[src/rtl/pixel_stream_source.sv]
// Raster pixel source: walks a frame stored in a 1-cycle-latency sync RAM and
// emits it row-major as a data/valid stream with optional blanking between lines.
module pixel_stream_source #(
  parameter int ADDR_W    = 16,
  parameter int DATA_W    = 8,
  parameter int BASE_ADDR = 0
) (
  input  logic              clk,
  input  logic              rst,
  input  logic              start,
  input  logic [11:0]       img_width,
  input  logic [11:0]       img_height,
  input  logic [7:0]        hblank_len,
  output logic              mem_rd_en,
  output logic [ADDR_W-1:0] mem_addr,
  input  logic [DATA_W-1:0] mem_rd_data,
  output logic [DATA_W-1:0] data_out,
  output logic              data_valid,
  output logic              line_end,
  output logic              frame_end,
  output logic              busy,
  output logic              done
);

  localparam logic [ADDR_W-1:0] BASE = ADDR_W'(BASE_ADDR);

  typedef enum logic [1:0] {IDLE, READ, HBLANK, DRAIN} state_t;

  state_t            state_q, state_d;
  logic [11:0]       col_q, col_d, row_q, row_d;
  logic [11:0]       width_q, width_d, height_q, height_d;
  logic [7:0]        hblank_q, hblank_d, hb_cnt_q, hb_cnt_d;
  logic [1:0]        drain_q, drain_d;
  logic [ADDR_W-1:0] addr_q, addr_d;

  // Stage 1 tracks the read issued last cycle, stage 2 is the output register.
  // The stream is valid-only: the consumer has no way to stall it.
  logic              rd_pend_q, le_pend_q, fe_pend_q;
  logic              valid_q, le_q, fe_q;
  logic [DATA_W-1:0] data_q;

  logic accept, last_col, last_row;

  assign accept   = start && (img_width != 12'd0) && (img_height != 12'd0);
  assign last_col = (col_q == width_q - 12'd1);
  assign last_row = (row_q == height_q - 12'd1);

  always_ff @(posedge clk or posedge rst) begin
    if (rst) begin
      state_q   <= IDLE;
      col_q     <= '0;
      row_q     <= '0;
      width_q   <= '0;
      height_q  <= '0;
      hblank_q  <= '0;
      hb_cnt_q  <= '0;
      drain_q   <= '0;
      addr_q    <= BASE;
      rd_pend_q <= 1'b0;
      le_pend_q <= 1'b0;
      fe_pend_q <= 1'b0;
      valid_q   <= 1'b0;
      le_q      <= 1'b0;
      fe_q      <= 1'b0;
      data_q    <= '0;
    end else begin
      state_q   <= state_d;
      col_q     <= col_d;
      row_q     <= row_d;
      width_q   <= width_d;
      height_q  <= height_d;
      hblank_q  <= hblank_d;
      hb_cnt_q  <= hb_cnt_d;
      drain_q   <= drain_d;
      addr_q    <= addr_d;
      rd_pend_q <= mem_rd_en;
      le_pend_q <= mem_rd_en && last_col;
      fe_pend_q <= mem_rd_en && last_col && last_row;
      valid_q   <= rd_pend_q;
      le_q      <= le_pend_q;
      fe_q      <= fe_pend_q;
      if (rd_pend_q) data_q <= mem_rd_data;
    end
  end

  // Row-major walk means the RAM address simply advances by one per read.
  always_comb begin
    state_d  = state_q;
    col_d    = col_q;
    row_d    = row_q;
    width_d  = width_q;
    height_d = height_q;
    hblank_d = hblank_q;
    hb_cnt_d = hb_cnt_q;
    drain_d  = drain_q;
    addr_d   = addr_q;
    case (state_q)
      IDLE: begin
        if (accept) begin
          state_d  = READ;
          width_d  = img_width;
          height_d = img_height;
          hblank_d = hblank_len;
          col_d    = '0;
          row_d    = '0;
          drain_d  = '0;
          addr_d   = BASE;
        end
      end
      READ: begin
        addr_d = addr_q + ADDR_W'(1);
        if (last_col) begin
          col_d    = '0;
          hb_cnt_d = hblank_q - 8'd1;
          if (last_row) begin
            state_d = DRAIN;
          end else begin
            row_d = row_q + 12'd1;
            if (hblank_q != 8'd0) state_d = HBLANK;
          end
        end else begin
          col_d = col_q + 12'd1;
        end
      end
      HBLANK: begin
        if (hb_cnt_q == 8'd0) state_d = READ;
        else hb_cnt_d = hb_cnt_q - 8'd1;
      end
      DRAIN: begin
        // Two cycles for the last read to reach the output, one for done.
        if (drain_q == 2'd2) state_d = IDLE;
        else drain_d = drain_q + 2'd1;
      end
      default: state_d = IDLE;
    endcase
  end

  always_comb begin
    mem_rd_en  = (state_q == READ);
    mem_addr   = addr_q;
    done       = (state_q == DRAIN) && (drain_q == 2'd2);
    busy       = (state_q != IDLE) && !done;
    data_out   = data_q;
    data_valid = valid_q;
    line_end   = le_q;
    frame_end  = fe_q;
  end

endmodule
[config.mk]
export PLATFORM = sky130hd
export DESIGN_NAME = pixel_stream_source
export DESIGN_NICKNAME = d
export VERILOG_FILES = /design/src/rtl/pixel_stream_source.sv
export SDC_FILE = /design/constraint.sdc
export NUM_CORES = 1
export LEC_CHECK = 0
export CORE_MARGIN = 3
export CORE_UTILIZATION = 45
export CTS_BUF_LIST = sky130_fd_sc_hd__clkbuf_8
export DETAILED_ROUTE_END_ITERATION = 12
export PLACE_DENSITY = 0.77
export SYNTH_ARGS = -nofsm -noshare
export SYNTH_HDL_FRONTEND = slang
export SYNTH_SLANG_ARGS = --single-unit
export TNS_END_PERCENT = 100
[constraint.sdc]
create_clock -name clk -period 3.9 [get_ports clk]
set_input_delay 0.78 -clock clk [delete_from_list [all_inputs] [get_ports clk]]
set_output_delay 0.78 -clock clk [all_outputs]
set_load 0.05 [all_outputs]
==> metrics.md, run 1 <==
| Metric | Value |
|---|---|
| Number of fillers in the final layout | approximately 1100 |
| Final setup vio count | 0 |
| Gpl congestion | between 0.8 and 0.9 |
| Clock sinks | 98 |
| Remaining antenna violation count after routing | 0 |
| Commonest cells after routing, fill and taps aside | nand2_1 (123), dfrtp_1 (98), clkdlybuf4s50_1 (72) |
| Crit-path slowest cell | or4_1 |
| Avg Inst Size Synth | 8.69 sq um |
| Overflow after GRT | 0 |
| Netlist Area Pre-Place | ~5400 sq um |
| Sequential area share after synthesis | between 40 and 50% |
| Proportion of layout cells with a drive suffix above 1 | 6.81% |
| Pwr dens | slightly above 700 nW/um^2 |
| Initial Util | between 40% and 50% |
| Cells along the critical path | or4_4 > or3_4 > a2111oi_4 > o32ai_2 > or4_1 > inv_8 > o21ai_4 > or4_1 > a21oi_1 |
| Post-Syn Instances | 620 |
| Die width | 115 um |
| Outcome | finished clean |
| Top area cells in the synthesized netlist | dfrtp_1 (46%), nand2_1 (8.6%), o21ai_0 (5.0%), nor2_1 (3.2%), nand3_1 (3.0%) |
| Ys flop type | dfrtp_1 |
| Max Root-Sink Buffers | 2 |
| Max IR drop VDD | roughly 0.35 mV |
| Design Power | approximately 4.6 mW |
| Fmax | 273 MHz |
| DR vias | around 4700 |
| Async set-or-reset flop fraction in the synthesized netlist | 100% |
| Most common cell after layout, fill and taps aside | nand2_1 |
| Multi-input logic area | 2770 sq um |
| Slew Limit Fails | 0 |
| Seq. cell area | roughly 2500 sq um |
| R2R depth | 9 |
| Placed Instances | approximately 800 |
| Crit path kind | reg2reg |
| Initial antenna violation count | 0 |
| Height of the die | approximately 120 um |
| Average wire per standard cell | roughly 16 um |
| Yosys warns | 0 |
| Root Buffer | clkbuf_8 |
| Layout Cells excl Fill | 833 |
| Final Cycle Share | 94.1% |
| Final hold viol count | 0 |
| LEAKAGE | around 2.7 nW |
| Hold Path Stages | 0 |
| Worst setup SP type | flop |
| Drt total wl | approximately 13000 um |
| Number of buffers created by CTS | 9 |
| Top Ports | 73 |
| Port Buf Inserts | between 70 and 80 |
| Residual DRC count | 0 |
| First-pass GRT wire length | approximately 22000 um |
| H-tree Lvls | 3 |
| Placed Instance Area | about 6300 sq um |
| Vias in the first global route | roughly 4600 |
| Clk pin slew, worst setup/hold paths | approximately 90 ps |
| Arr. time, crit path | 3960 ps |
| Max_cap viols | 0 |
| CP peak stage delay | 670 ps |
| Clock Skew | approximately 7.5 ps |
| DRT iter0 DRCs | around 350 |
| Clk Latency, worst-skew pair | 370 ps |
| Top cell type by total area after synthesis | dfrtp_1 |
| DRT Pass-1 Iters | 6 |
| Setup crit end kind | flop |
| Tmin final | around 3700 ps |
| Synth top area share | between 40% and 50% |
| RSZ-0062 raised after global routing | no |
| Die area | 13300 sq um |
| N_diodes | 0 |
| Most Frequent Cell on Critical Path | or4_1 |
| Row cnt | 39 |
| Setup TNS | 0 ps |
| Largest net degree at the start of global routing | 99 |
| Nets@finish | between 700 and 800 |
| Number of synthesized flops with an enable pin | 0 |
| Hold crit path type | reg2reg |
| Synthesized flop and latch total | ~100 |
| CP max FO | 10 |
| All-Layer GR Usage | 20.5% |
| DP Wirelength | 9490 um |
| Design area | between 6000 and 7000 sq um |
| Syn nets | 670 |
| Core Area | 11600 sq um |
| Area Overhead vs Synth | 20.2% |
| Slew headroom | 49.0% |
| CP required | roughly 4200 ps |
| Slew @ Worst Pin | ~760 ps |
| Vias per cell | around 5.7 |
| Yosys cell types | 60 |
| CTS tree | yes |
-- report_power, final --
part | switching (mW) | total, mW | internal, mW | leakage, nW
Clock | 0.350 | 0.724 | 0.374 | 0.113
Sequential | 0.446 | 1.80 | 1.35 | 1.26
Combinational | 1.23 | 2.07 | 0.839 | 1.36
Total | 2.02 | 4.59 | 2.57 | 2.74
-- cell type report --
| class | count | share of cell area (%) |
|---|---|---|
| clock buffer | 10 | 2.13 |
| clock inverter | 6 | 1.26 |
| inverter | 15 | 1.00 |
| multi-input combinational | 481 | 42.7 |
| sequential | 98 | 37.9 |
| tap | 143 | 2.76 |
| timing repair buffer | 80 | 12.2 |
-- registers in the layout, indices dropped and copies added (netlist names) --
| signal | count |
|---|---|
| width_q | 12 |
| hb_cnt_q | 8 |
| row_q | 12 |
| drain_q | 2 |
| state_q | 2 |
| data_out | 8 |
| data_valid | 1 |
| line_end | 1 |
| frame_end | 1 |
| le_pend_q | 1 |
| hblank_q | 8 |
| rd_pend_q | 1 |
| fe_pend_q | 1 |
| col_q | 12 |
| height_q | 12 |
| mem_addr | 16 |
-- layer usage --
| layer | wire length (um) | up-vias | share of wire (%) | track usage [%] |
|---|---|---|---|---|
| met5 | 0 | - | 0 | 0 |
| met4 | 310 | 0 | 2.4 | 9.00 |
| met3 | 668 | 24 | 5.1 | 3.47 |
| met2 | 6010 | 142 | 46 | 32.7 |
| met1 | 6020 | 2228 | 46 | 27.6 |
| li1 | - | 2318 | - | - |
-- what timing repair did --
action                                 CTS  global route
setup endpoints to repair                0             1
setup buffers                            0             0
hold buffers                             0             0
resized for setup                        0             1
endpoints found under the hold margin    0             0
-- Yosys cell counts, types with 2 or more instances --
library cell	n
o21ai_0	54
buf_2	5
nand2b_1	6
or3_1	9
o21a_1	4
or3b_2	2
dfrtp_1	98
nand4_1	8
a21oi_1	30
a31oi_1	8
mux2i_1	7
o211ai_1	5
clkbuf_1	20
ha_1	7
nand2_1	123
nand3_1	32
and2_1	3
nor3_1	16
inv_1	13
mux2_2	9
xor2_1	12
or2_2	2
and3_1	13
a211oi_1	3
nor4b_1	2
a21boi_0	2
xnor2_1	16
or4_1	3
nand3b_1	2
o31ai_1	11
nor2b_1	8
nor4_1	13
a41oi_1	2
nor2_1	46
-- path summary, 6_finish.rpt --
path                        endpoint  startpoint  slack (ps)
setup reg to reg           row_q[11]  width_q[7]         230
hold reg to reg            frame_end   fe_pend_q         360
min in group asynchronous   col_q[7]         rst         830
setup / recovery           row_q[11]  width_q[7]         230
max in group asynchronous   row_q[8]         rst        2650
hold / removal             frame_end   fe_pend_q         360
-- through the flow --
step | hold WS, ps | worst slack [ps] | util, %
after floorplan | 331 | 558 | -
after detailed placement | 346 | 223 | 54.1
after CTS | 364 | 215 | 56.0
after global routing | 369 | 106 | 56.0
final | 356 | 231 | 56.0
after global placement | 348 | 341 | 54.1
-- critical path: cells and delay by family, from the launching register on --
family | cells | cell delay [ps]
compound gates | 4 | 820
buf+inv | 1 | 160
simple gates | 4 | 2180
flops | 1 | 440
-- cell families after synthesis --
logic type | count (synthesis) | share of synthesized area [%]
mux | 17 | 3.39
simple gates | 296 | 26.2
compound gates | 133 | 15.5
buf+inv | 41 | 3.25
fa+ha+maj | 7 | 1.63
flops | 98 | 45.5
xor+xnor | 28 | 4.55
Power figures use the tool's default switching activity.
==> inputs of run 2 (changes only) <==
--- a/config.mk
+++ b/config.mk
@@ -5,11 +5,13 @@
 export SDC_FILE = /design/constraint.sdc
 export NUM_CORES = 1
 export LEC_CHECK = 0
+export ABC_CLOCK_PERIOD_IN_PS = 3900
 export CORE_MARGIN = 3
 export CORE_UTILIZATION = 45
 export CTS_BUF_LIST = sky130_fd_sc_hd__clkbuf_8
 export DETAILED_ROUTE_END_ITERATION = 12
 export PLACE_DENSITY = 0.77
+export SKIP_CTS_REPAIR_TIMING = 1
 export SYNTH_ARGS = -nofsm -noshare
 export SYNTH_HDL_FRONTEND = slang
 export SYNTH_SLANG_ARGS = --single-unit
==> results of run 2 <==
No change in the layout: final DEF, timing and power equal those of run 1.
